### config.mk
export PLATFORM = sky130hd
export DESIGN_NAME = inst_prefetch_queue
export DESIGN_NICKNAME = d
export VERILOG_FILES = /design/src/rtl/inst_prefetch_queue_pkg.sv /design/src/rtl/fetch_fifo.sv /design/src/rtl/fetch_fifo_chk.sv /design/src/rtl/inst_prefetch_queue.sv
export SDC_FILE = /design/constraint.sdc
export NUM_CORES = 1
export LEC_CHECK = 0
export CAP_MARGIN = 15
export CORE_ASPECT_RATIO = 0.7
export CORE_MARGIN = 8
export CORE_UTILIZATION = 50
export DETAILED_ROUTE_END_ITERATION = 10
export GPL_TIMING_DRIVEN = 0
export PLACE_DENSITY = 0.71
export SLEW_MARGIN = 15
export SYNTH_ARGS = -nofsm -noshare
export SYNTH_HDL_FRONTEND = slang
export SYNTH_SLANG_ARGS = --single-unit
### constraint.sdc
create_clock -name clk -period 4.7 [get_ports clk]
set_input_delay 0.94 -clock clk [delete_from_list [all_inputs] [get_ports clk]]
set_output_delay 0.94 -clock clk [all_outputs]
set_load 0.05 [all_outputs]
### src/rtl/inst_prefetch_queue_pkg.sv
// -----------------------------------------------------------------------------
// inst_prefetch_queue_pkg
//   Shared definitions for the instruction prefetch queue:
//   - fetch_state_e : fetch FSM encoding (REQ / WAIT / DROP)
//   - default queue depth and reset fetch address
//   - fetch_entry_t : one queue entry {pc, inst}
//   - helpers for PC alignment and sequential PC advance
// -----------------------------------------------------------------------------
package inst_prefetch_queue_pkg;

   // REQ : free to issue a fetch
   // WAIT: a fetch is outstanding and its data will be kept
   // DROP: a fetch is outstanding but a redirect made its data stale
   typedef enum logic [1:0] {
      ST_REQ  = 2'b00,
      ST_WAIT = 2'b01,
      ST_DROP = 2'b10
   } fetch_state_e;

   localparam int          IPQ_DEFAULT_DEPTH    = 4;
   localparam logic [31:0] IPQ_DEFAULT_RESET_PC = 32'h0000_0000;

   typedef struct packed {
      logic [31:0] pc;
      logic [31:0] inst;
   } fetch_entry_t;

   // Instructions are word aligned; the two low address bits are forced to 0.
   function automatic logic [31:0] ipq_align_pc(input logic [31:0] pc);
      return {pc[31:2], 2'b00};
   endfunction

   // Sequential advance; wraps 0xFFFF_FFFC -> 0x0000_0000 by 32-bit overflow.
   function automatic logic [31:0] ipq_next_pc(input logic [31:0] pc);
      return pc + 32'd4;
   endfunction

endpackage

### src/rtl/fetch_fifo.sv
// -----------------------------------------------------------------------------
// fetch_fifo
//   Synchronous FIFO holding fetched {pc, inst} entries. The head entry is
//   kept in its own register so the consumer sees a registered value that is
//   never a combinational path from the write data.
//   DEPTH must be a power of two, at least 2 (pointers wrap by overflow).
//   Ports: clk, rst      - clock / synchronous active-high reset
//          clear_i       - drop all entries (has priority over push/pop)
//          push_i        - write push_data_i at the tail
//          push_data_i   - entry to write
//          pop_i         - remove the head (ignored when empty)
//          count_o       - number of valid entries
//          head_o        - registered copy of the head entry
// -----------------------------------------------------------------------------
module fetch_fifo
   import inst_prefetch_queue_pkg::*;
#(
   parameter  int DEPTH = IPQ_DEFAULT_DEPTH,
   localparam int PTR_W = $clog2(DEPTH),
   localparam int CNT_W = PTR_W + 1
) (
   input  logic             clk,
   input  logic             rst,
   input  logic             clear_i,
   input  logic             push_i,
   input  fetch_entry_t     push_data_i,
   input  logic             pop_i,
   output logic [CNT_W-1:0] count_o,
   output fetch_entry_t     head_o
);

   fetch_entry_t     mem_q [DEPTH];
   logic [PTR_W-1:0] rd_ptr_q, rd_ptr_d;
   logic [PTR_W-1:0] wr_ptr_q, wr_ptr_d;
   logic [CNT_W-1:0] count_q, count_d;
   logic [CNT_W-1:0] remain_s;
   fetch_entry_t     head_q, head_d;
   logic             pop_s;
   logic             write_s;

   // Next pointers, occupancy and head register value.
   always_comb begin
      pop_s    = pop_i && (count_q != {CNT_W{1'b0}});
      write_s  = push_i && !clear_i;
      remain_s = count_q - CNT_W'(pop_s);
      rd_ptr_d = rd_ptr_q;
      wr_ptr_d = wr_ptr_q;
      count_d  = count_q;
      head_d   = head_q;
      if (clear_i) begin
         rd_ptr_d = {PTR_W{1'b0}};
         wr_ptr_d = {PTR_W{1'b0}};
         count_d  = {CNT_W{1'b0}};
      end else begin
         rd_ptr_d = rd_ptr_q + PTR_W'(pop_s);
         wr_ptr_d = wr_ptr_q + PTR_W'(write_s);
         count_d  = remain_s + CNT_W'(write_s);
         // If the queue is empty after the pop, the new head is the entry
         // being written now; otherwise it is already in storage.
         if (write_s && (remain_s == {CNT_W{1'b0}})) begin
            head_d = push_data_i;
         end else if (remain_s != {CNT_W{1'b0}}) begin
            head_d = mem_q[rd_ptr_d];
         end else begin
            head_d = head_q;
         end
      end
   end

   // Storage, pointers, occupancy and head register.
   always_ff @(posedge clk) begin
      if (rst) begin
         rd_ptr_q <= {PTR_W{1'b0}};
         wr_ptr_q <= {PTR_W{1'b0}};
         count_q  <= {CNT_W{1'b0}};
         head_q   <= {$bits(fetch_entry_t){1'b0}};
         for (int i = 0; i < DEPTH; i++) begin
            mem_q[i] <= {$bits(fetch_entry_t){1'b0}};
         end
      end else begin
         rd_ptr_q <= rd_ptr_d;
         wr_ptr_q <= wr_ptr_d;
         count_q  <= count_d;
         head_q   <= head_d;
         if (write_s) begin
            mem_q[wr_ptr_q] <= push_data_i;
         end
      end
   end

   assign count_o = count_q;
   assign head_o  = head_q;

   fetch_fifo_chk #(
      .DEPTH (DEPTH),
      .CNT_W (CNT_W)
   ) u_chk (
      .clk     (clk),
      .rst     (rst),
      .clear_i (clear_i),
      .push_i  (push_i),
      .count_i (count_q)
   );

endmodule

### src/rtl/fetch_fifo_chk.sv
// -----------------------------------------------------------------------------
// fetch_fifo_chk
//   Assertion checker bound into fetch_fifo. Flags a push into a full queue
//   and an occupancy count outside 0..DEPTH.
//   Ports: clk, rst      - clock / synchronous active-high reset
//          clear_i       - flush request (a push is suppressed while set)
//          push_i        - enqueue request
//          count_i       - current occupancy
// -----------------------------------------------------------------------------
module fetch_fifo_chk #(
   parameter int DEPTH = 4,
   parameter int CNT_W = 3
) (
   input  logic             clk,
   input  logic             rst,
   input  logic             clear_i,
   input  logic             push_i,
   input  logic [CNT_W-1:0] count_i
);

   // The fetch FSM never requests when full, so an overflowing push means
   // the request throttle is broken.
   a_no_overflow: assert property (@(posedge clk) disable iff (rst)
      !(push_i && !clear_i && (count_i == CNT_W'(DEPTH))))
      else $error("fetch_fifo: push into a full queue");

   a_count_range: assert property (@(posedge clk) disable iff (rst)
      count_i <= CNT_W'(DEPTH))
      else $error("fetch_fifo: occupancy above DEPTH");

endmodule

### src/rtl/inst_prefetch_queue.sv
// -----------------------------------------------------------------------------
// inst_prefetch_queue
//   Instruction prefetch queue between an instruction memory and the IF/ID
//   register. A three-state FSM (REQ/WAIT/DROP) issues sequential fetches
//   while the queue has room, pushes returned instructions into fetch_fifo
//   and discards the data of a fetch overtaken by a redirect.
//   Parameters: DEPTH    - queue entries (power of two, >= 2)
//               RESET_PC - first fetch address after reset
//   Ports: clk, rst            - clock / synchronous active-high reset
//          redirect, redirect_pc - flush queue and restart fetch at redirect_pc
//          imem_req, imem_addr - fetch request / word-aligned address
//          imem_ack, imem_rdata - fetch completion / returned instruction
//          deq_valid, deq_pc, deq_inst - registered head of the queue
//          deq_ready           - consumer takes the head this cycle
// -----------------------------------------------------------------------------
module inst_prefetch_queue
   import inst_prefetch_queue_pkg::*;
#(
   parameter int          DEPTH    = IPQ_DEFAULT_DEPTH,
   parameter logic [31:0] RESET_PC = IPQ_DEFAULT_RESET_PC
) (
   input  logic        clk,
   input  logic        rst,
   input  logic        redirect,
   input  logic [31:0] redirect_pc,
   output logic        imem_req,
   output logic [31:0] imem_addr,
   input  logic        imem_ack,
   input  logic [31:0] imem_rdata,
   output logic        deq_valid,
   output logic [31:0] deq_pc,
   output logic [31:0] deq_inst,
   input  logic        deq_ready
);

   localparam int CNT_W = $clog2(DEPTH) + 1;

   fetch_state_e     state_q, state_d;
   logic [31:0]      fetch_pc_q, fetch_pc_d;
   logic [31:0]      drop_addr_q, drop_addr_d;
   logic [CNT_W-1:0] count_s;
   logic             req_s;
   logic             ack_s;
   logic             push_s;
   logic             pop_s;
   logic             valid_s;
   fetch_entry_t     push_data_s;
   fetch_entry_t     head_s;

   // Memory handshake and queue push/pop qualification.
   // The request depends only on registered state (and rst), so a zero-wait
   // memory may ack in the same cycle without a combinational loop.
   always_comb begin
      valid_s = !rst && (count_s != {CNT_W{1'b0}});
      case (state_q)
         ST_REQ:  req_s = (count_s < CNT_W'(DEPTH));
         ST_WAIT: req_s = 1'b1;
         ST_DROP: req_s = 1'b1;
         default: req_s = 1'b0;
      endcase
      req_s  = req_s && !rst;
      ack_s  = req_s && imem_ack;
      // A redirect flushes the queue, so it overrides both push and pop.
      push_s = ack_s && (state_q != ST_DROP) && !redirect;
      pop_s  = valid_s && deq_ready && !redirect;
      push_data_s.pc   = fetch_pc_q;
      push_data_s.inst = imem_rdata;
   end

   // Fetch FSM next state and fetch address bookkeeping.
   always_comb begin
      state_d     = state_q;
      fetch_pc_d  = fetch_pc_q;
      drop_addr_d = drop_addr_q;
      if (redirect) begin
         fetch_pc_d = ipq_align_pc(redirect_pc);
      end else if (push_s) begin
         fetch_pc_d = ipq_next_pc(fetch_pc_q);
      end else begin
         fetch_pc_d = fetch_pc_q;
      end
      case (state_q)
         ST_REQ: begin
            if (req_s && !imem_ack) begin
               // The request is visible to memory and must be held; if a
               // redirect arrives now its data will be stale.
               if (redirect) begin
                  state_d     = ST_DROP;
                  drop_addr_d = fetch_pc_q;
               end else begin
                  state_d = ST_WAIT;
               end
            end else begin
               state_d = ST_REQ;
            end
         end
         ST_WAIT: begin
            if (ack_s) begin
               state_d = ST_REQ;
            end else if (redirect) begin
               state_d     = ST_DROP;
               drop_addr_d = fetch_pc_q;
            end else begin
               state_d = ST_WAIT;
            end
         end
         ST_DROP: begin
            // fetch_pc already holds the newest redirect target, so a further
            // redirect here only updates fetch_pc and the drop continues.
            if (ack_s) begin
               state_d = ST_REQ;
            end else begin
               state_d = ST_DROP;
            end
         end
         default: begin
            state_d = ST_REQ;
         end
      endcase
   end

   // FSM state and fetch address registers.
   always_ff @(posedge clk) begin
      if (rst) begin
         state_q     <= ST_REQ;
         fetch_pc_q  <= RESET_PC;
         drop_addr_q <= 32'h0000_0000;
      end else begin
         state_q     <= state_d;
         fetch_pc_q  <= fetch_pc_d;
         drop_addr_q <= drop_addr_d;
      end
   end

   fetch_fifo #(
      .DEPTH (DEPTH)
   ) u_fifo (
      .clk         (clk),
      .rst         (rst),
      .clear_i     (redirect),
      .push_i      (push_s),
      .push_data_i (push_data_s),
      .pop_i       (pop_s),
      .count_o     (count_s),
      .head_o      (head_s)
   );

   // While dropping, the memory still serves the old address until its ack.
   assign imem_req  = req_s;
   assign imem_addr = (state_q == ST_DROP) ? drop_addr_q : fetch_pc_q;
   assign deq_valid = valid_s;
   assign deq_pc    = head_s.pc;
   assign deq_inst  = head_s.inst;

endmodule

==> reports/qor.yml, run 1 <==
ys_types: 56
crit_path_start_kind: "primary input"
fin_crit_sh_pct: 93.35
gp_congestion: 0.9613
fin_nets: 1688
slowest_delay_ps: 560
cts-root-buf: "clkbuf_16"
ys_seq_area_share_pct: 58.87
grt-ovfl-total: 0
final.setup.tns_ps: 0
power_density_nw_per_um2: 384.9
grt_pass1_wl_um: 70940
dpl_cell_area_um2: 19370
grt_max_degree: 43
worstMarginPinSlew_ps: 1081
dp.cells: 2004
synthCells: 1402
setup_viol: 0
drt-total-wl_um: 47300
dp_hpwl_um: 32630
clkLatencyLatePin_ps: 530
crit_fanout: 10
preCtsSetupSlack_ps: -1017
hold_viol_final: 0
rsz0062_at_grt: "no"
layout.cells.non_filler: 2074
synth.avg_cell_area_um2: 12.20
die-area_um2: 40480
endpoint_kind: "register"
start_util_pct: 50.96
cpLargestDelayFamily: "buffers and inverters"
grt.total_usage_pct: 22.85
num_vias: 12070
worstSetupPathType: "in -> reg"
path_clk_slew_ps: 60
finalInstanceArea_um2: 20720
syn_area_um2: 17100
detail_route.wl_per_cell_um: 22.81
finalWorstSetupSlack_ps: 312.6
peakVddDrop_mv: 0.1958
min-delay-start: "drop_addr_q[22]"
skew_ps: 21.02
max-slew-margin-rel_pct: 27.36
io-pin-count: 167
hold_path.class: "reg -> reg"
required_ps: 5120
die_x_um: 237.1
status: "completed"
row_count: 56
io_buffers: 160
clk_path_buf_depth: 3
nFillCells: 2586
crit_arrival_ps: 4800
slowest_stage: "mux4_2"
via_per_inst: 5.820
r2r-start: "state_q[0]"
async_flop_share_pct: 0
final_antenna_net_count: 0
die_h_um: 170.7
period_minus_slack_ps: 4387
cpMostUsedCell: "clkbuf_1"
crit_chain: "clkdlybuf4s50_1 -> clkbuf_1 -> nor2_2 -> clkbuf_2 -> nand2_1 -> nor2_1 -> ha_1 -> clkbuf_1 -> buf_2 -> mux4_2 -> nor2b_1 -> a221o_1"
worst-path-buf-inv: 5
drc_errors: 0
startpoint: "redirect"
synth-main-ff-cell: "edfxtp_1"
cts_setup_buffers: 0
drtIter0Drc: 1269
dr.pass1.iters: 5
synth-edff-count: 248
htree_num_levels: 2
clkSinkCount: 379
cts_tree: "done"
slew_viol_final: 0
antenna_found_initial: 0
ys_seq_elements: 379
max_cap_violations: 0
core_area_um2: 33560
cts_made_buffers: 39
ys_warn_count: 0
drive_above_1_share_pct: 11.78
cellLeakagePower_nw: 7.493
grt_pass1_vias: 11780
fmax_mhz: 227.9
area_growth_pct: 21.17
power_w: 0.007977
==> synth_stat cells (3+ instances only) <==
| cell | count | area [um^2] |
|---|---|---|
| a211oi_1 | 9 | 67.56 |
| a21oi_1 | 8 | 40.04 |
| a221o_1 | 7 | 70.07 |
| a311oi_1 | 63 | 551.8 |
| a31oi_1 | 3 | 18.77 |
| a32oi_1 | 3 | 26.28 |
| and2_1 | 251 | 1570 |
| and3_1 | 7 | 43.79 |
| and4_1 | 3 | 26.28 |
| buf_1 | 10 | 37.54 |
| buf_2 | 5 | 25.02 |
| buf_4 | 7 | 52.55 |
| buf_6 | 3 | 33.78 |
| clkbuf_1 | 100 | 375.4 |
| dfxtp_1 | 131 | 2623 |
| edfxtp_1 | 248 | 7447 |
| ha_1 | 11 | 137.6 |
| inv_1 | 17 | 63.81 |
| mux2_2 | 26 | 292.8 |
| mux2i_1 | 30 | 300.3 |
| mux4_2 | 62 | 1396 |
| nand2_1 | 142 | 533.0 |
| nand3_1 | 18 | 90.09 |
| nand4_1 | 7 | 43.79 |
| nor2_1 | 115 | 431.7 |
| nor2b_1 | 9 | 56.30 |
| nor3_1 | 17 | 85.08 |
| nor4_1 | 8 | 50.05 |
| o211ai_1 | 6 | 45.04 |
| o21ai_0 | 13 | 65.06 |
| or2_2 | 4 | 25.02 |
| or3_1 | 11 | 68.82 |
| or4_1 | 5 | 37.54 |
| xnor2_1 | 11 | 96.34 |
| xor2_1 | 5 | 43.79 |
==> layer usage <==
metal	global-route usage (%)	vias to the layer above	share of wire (%)
met5	0	-	0
met3	4.629	52	8.6
met4	4.932	0	1.5
met2	35.76	498	45
met1	32.85	6052	45
li1	-	5469	-
==> registers in the layout, indices dropped and copies added (netlist names) <==
signal / cells
u_fifo.mem_q: 248
u_fifo.head_o: 62
drop_addr_q: 30
fetch_pc_q: 30
u_fifo.count_o: 3
state_q: 2
u_fifo.rd_ptr_q: 2
u_fifo.wr_ptr_q: 2
==> final timing paths <==
kind	end	slack [ps]	cells after the start
max	u_fifo.head_o[59]	310	12
min	drop_addr_q[22]	490	2
max reg2reg	u_fifo.mem_q[0][6]	990	8
min reg2reg	drop_addr_q[22]	490	2
==> worst register-to-register path: stages, from the launching register on <==
cell,delay [ps]
dfxtp_1,330
inv_1,80
ha_1,230
nor2b_1,410
o211ai_1,200
clkbuf_1,340
nor4_2,900
or2_4,570
buf_16,300
==> placed cells by master (no fill, tap or decap), types with 8 or more instances in the layout <==
master | netlist | layout
a211oi_1 | 9 | 9
a21oi_1 | 8 | 8
a311oi_1 | 63 | 63
and2_1 | 251 | 250
clkbuf_1 | 100 | 94
clkbuf_16 | 0 | 41
clkbuf_2 | 1 | 14
clkdlybuf4s50_1 | 0 | 160
dfxtp_1 | 131 | 131
edfxtp_1 | 248 | 248
ha_1 | 11 | 11
inv_1 | 17 | 17
mux2_2 | 26 | 26
mux2i_1 | 30 | 30
mux4_2 | 62 | 62
nand2_1 | 142 | 142
nand3_1 | 18 | 18
nor2_1 | 115 | 114
nor2b_1 | 9 | 9
nor3_1 | 17 | 17
nor4_1 | 8 | 8
o21ai_0 | 13 | 13
or3_1 | 11 | 11
xnor2_1 | 11 | 11
==> metrics by stage <==
stage                     hold slack [ps]  util (%)
after CTS                           497.5     61.70
after global placement              469.1     57.39
final                               489.7     61.75
after floorplan                     458.2         -
after detailed placement            478.2     57.72
after global routing                517.2     61.74
==> power by group <==
group / leakage (nW) / internal, W / total [W] / switching, W
logic: 3.22 / 0.000351 / 0.00100 / 0.000653
registers: 3.64 / 0.00371 / 0.00378 / 0.0000696
clock network: 0.629 / 0.00189 / 0.00319 / 0.00130
total: 7.49 / 0.00595 / 0.00798 / 0.00203
==> layout make-up <==
cell class	instances	area [um^2]	area share (%)
Sequential cell	379	10070	48.59
Multi-Input combinational cell	882	6471	31.22
Timing Repair Buffer	164	1697	8.186
Clock buffer	49	1066	5.144
Buffer	125	569.3	2.747
Tap cell	435	544.3	2.626
Clock inverter	22	241.5	1.165
Inverter	17	63.81	0.3079
Antenna cell	1	2.502	0.01207
==> timing repair <==
item | in CTS | in global routing
hold buffers | 0 | 0
resized for setup | 11 | 21
setup endpoints to repair | 60 | 59
pin swaps | 0 | 0
==> kinds of logic (layout without fill, tap and decap cells) <==
group	Yosys count	after routing	synth area share, %
DFF	379	379	58.87
AOI/OAI and AO/OA	126	126	5.867
other	1	5	0.02192
adders and majority gates	11	11	0.8047
xor gates and xnor gates	16	16	0.8193
buffers and inverters	144	377	3.519
muxes	118	118	11.63
and+or+nand+nor	607	607	18.46
No activity file was read; power rests on OpenSTA's default activity.
==> inputs of run 2 (changes only) <==
- ABC_CLOCK_PERIOD_IN_PS: not set -> 4700
==> results of run 2 <==
No change in the layout: final DEF, timing and power equal those of run 1.
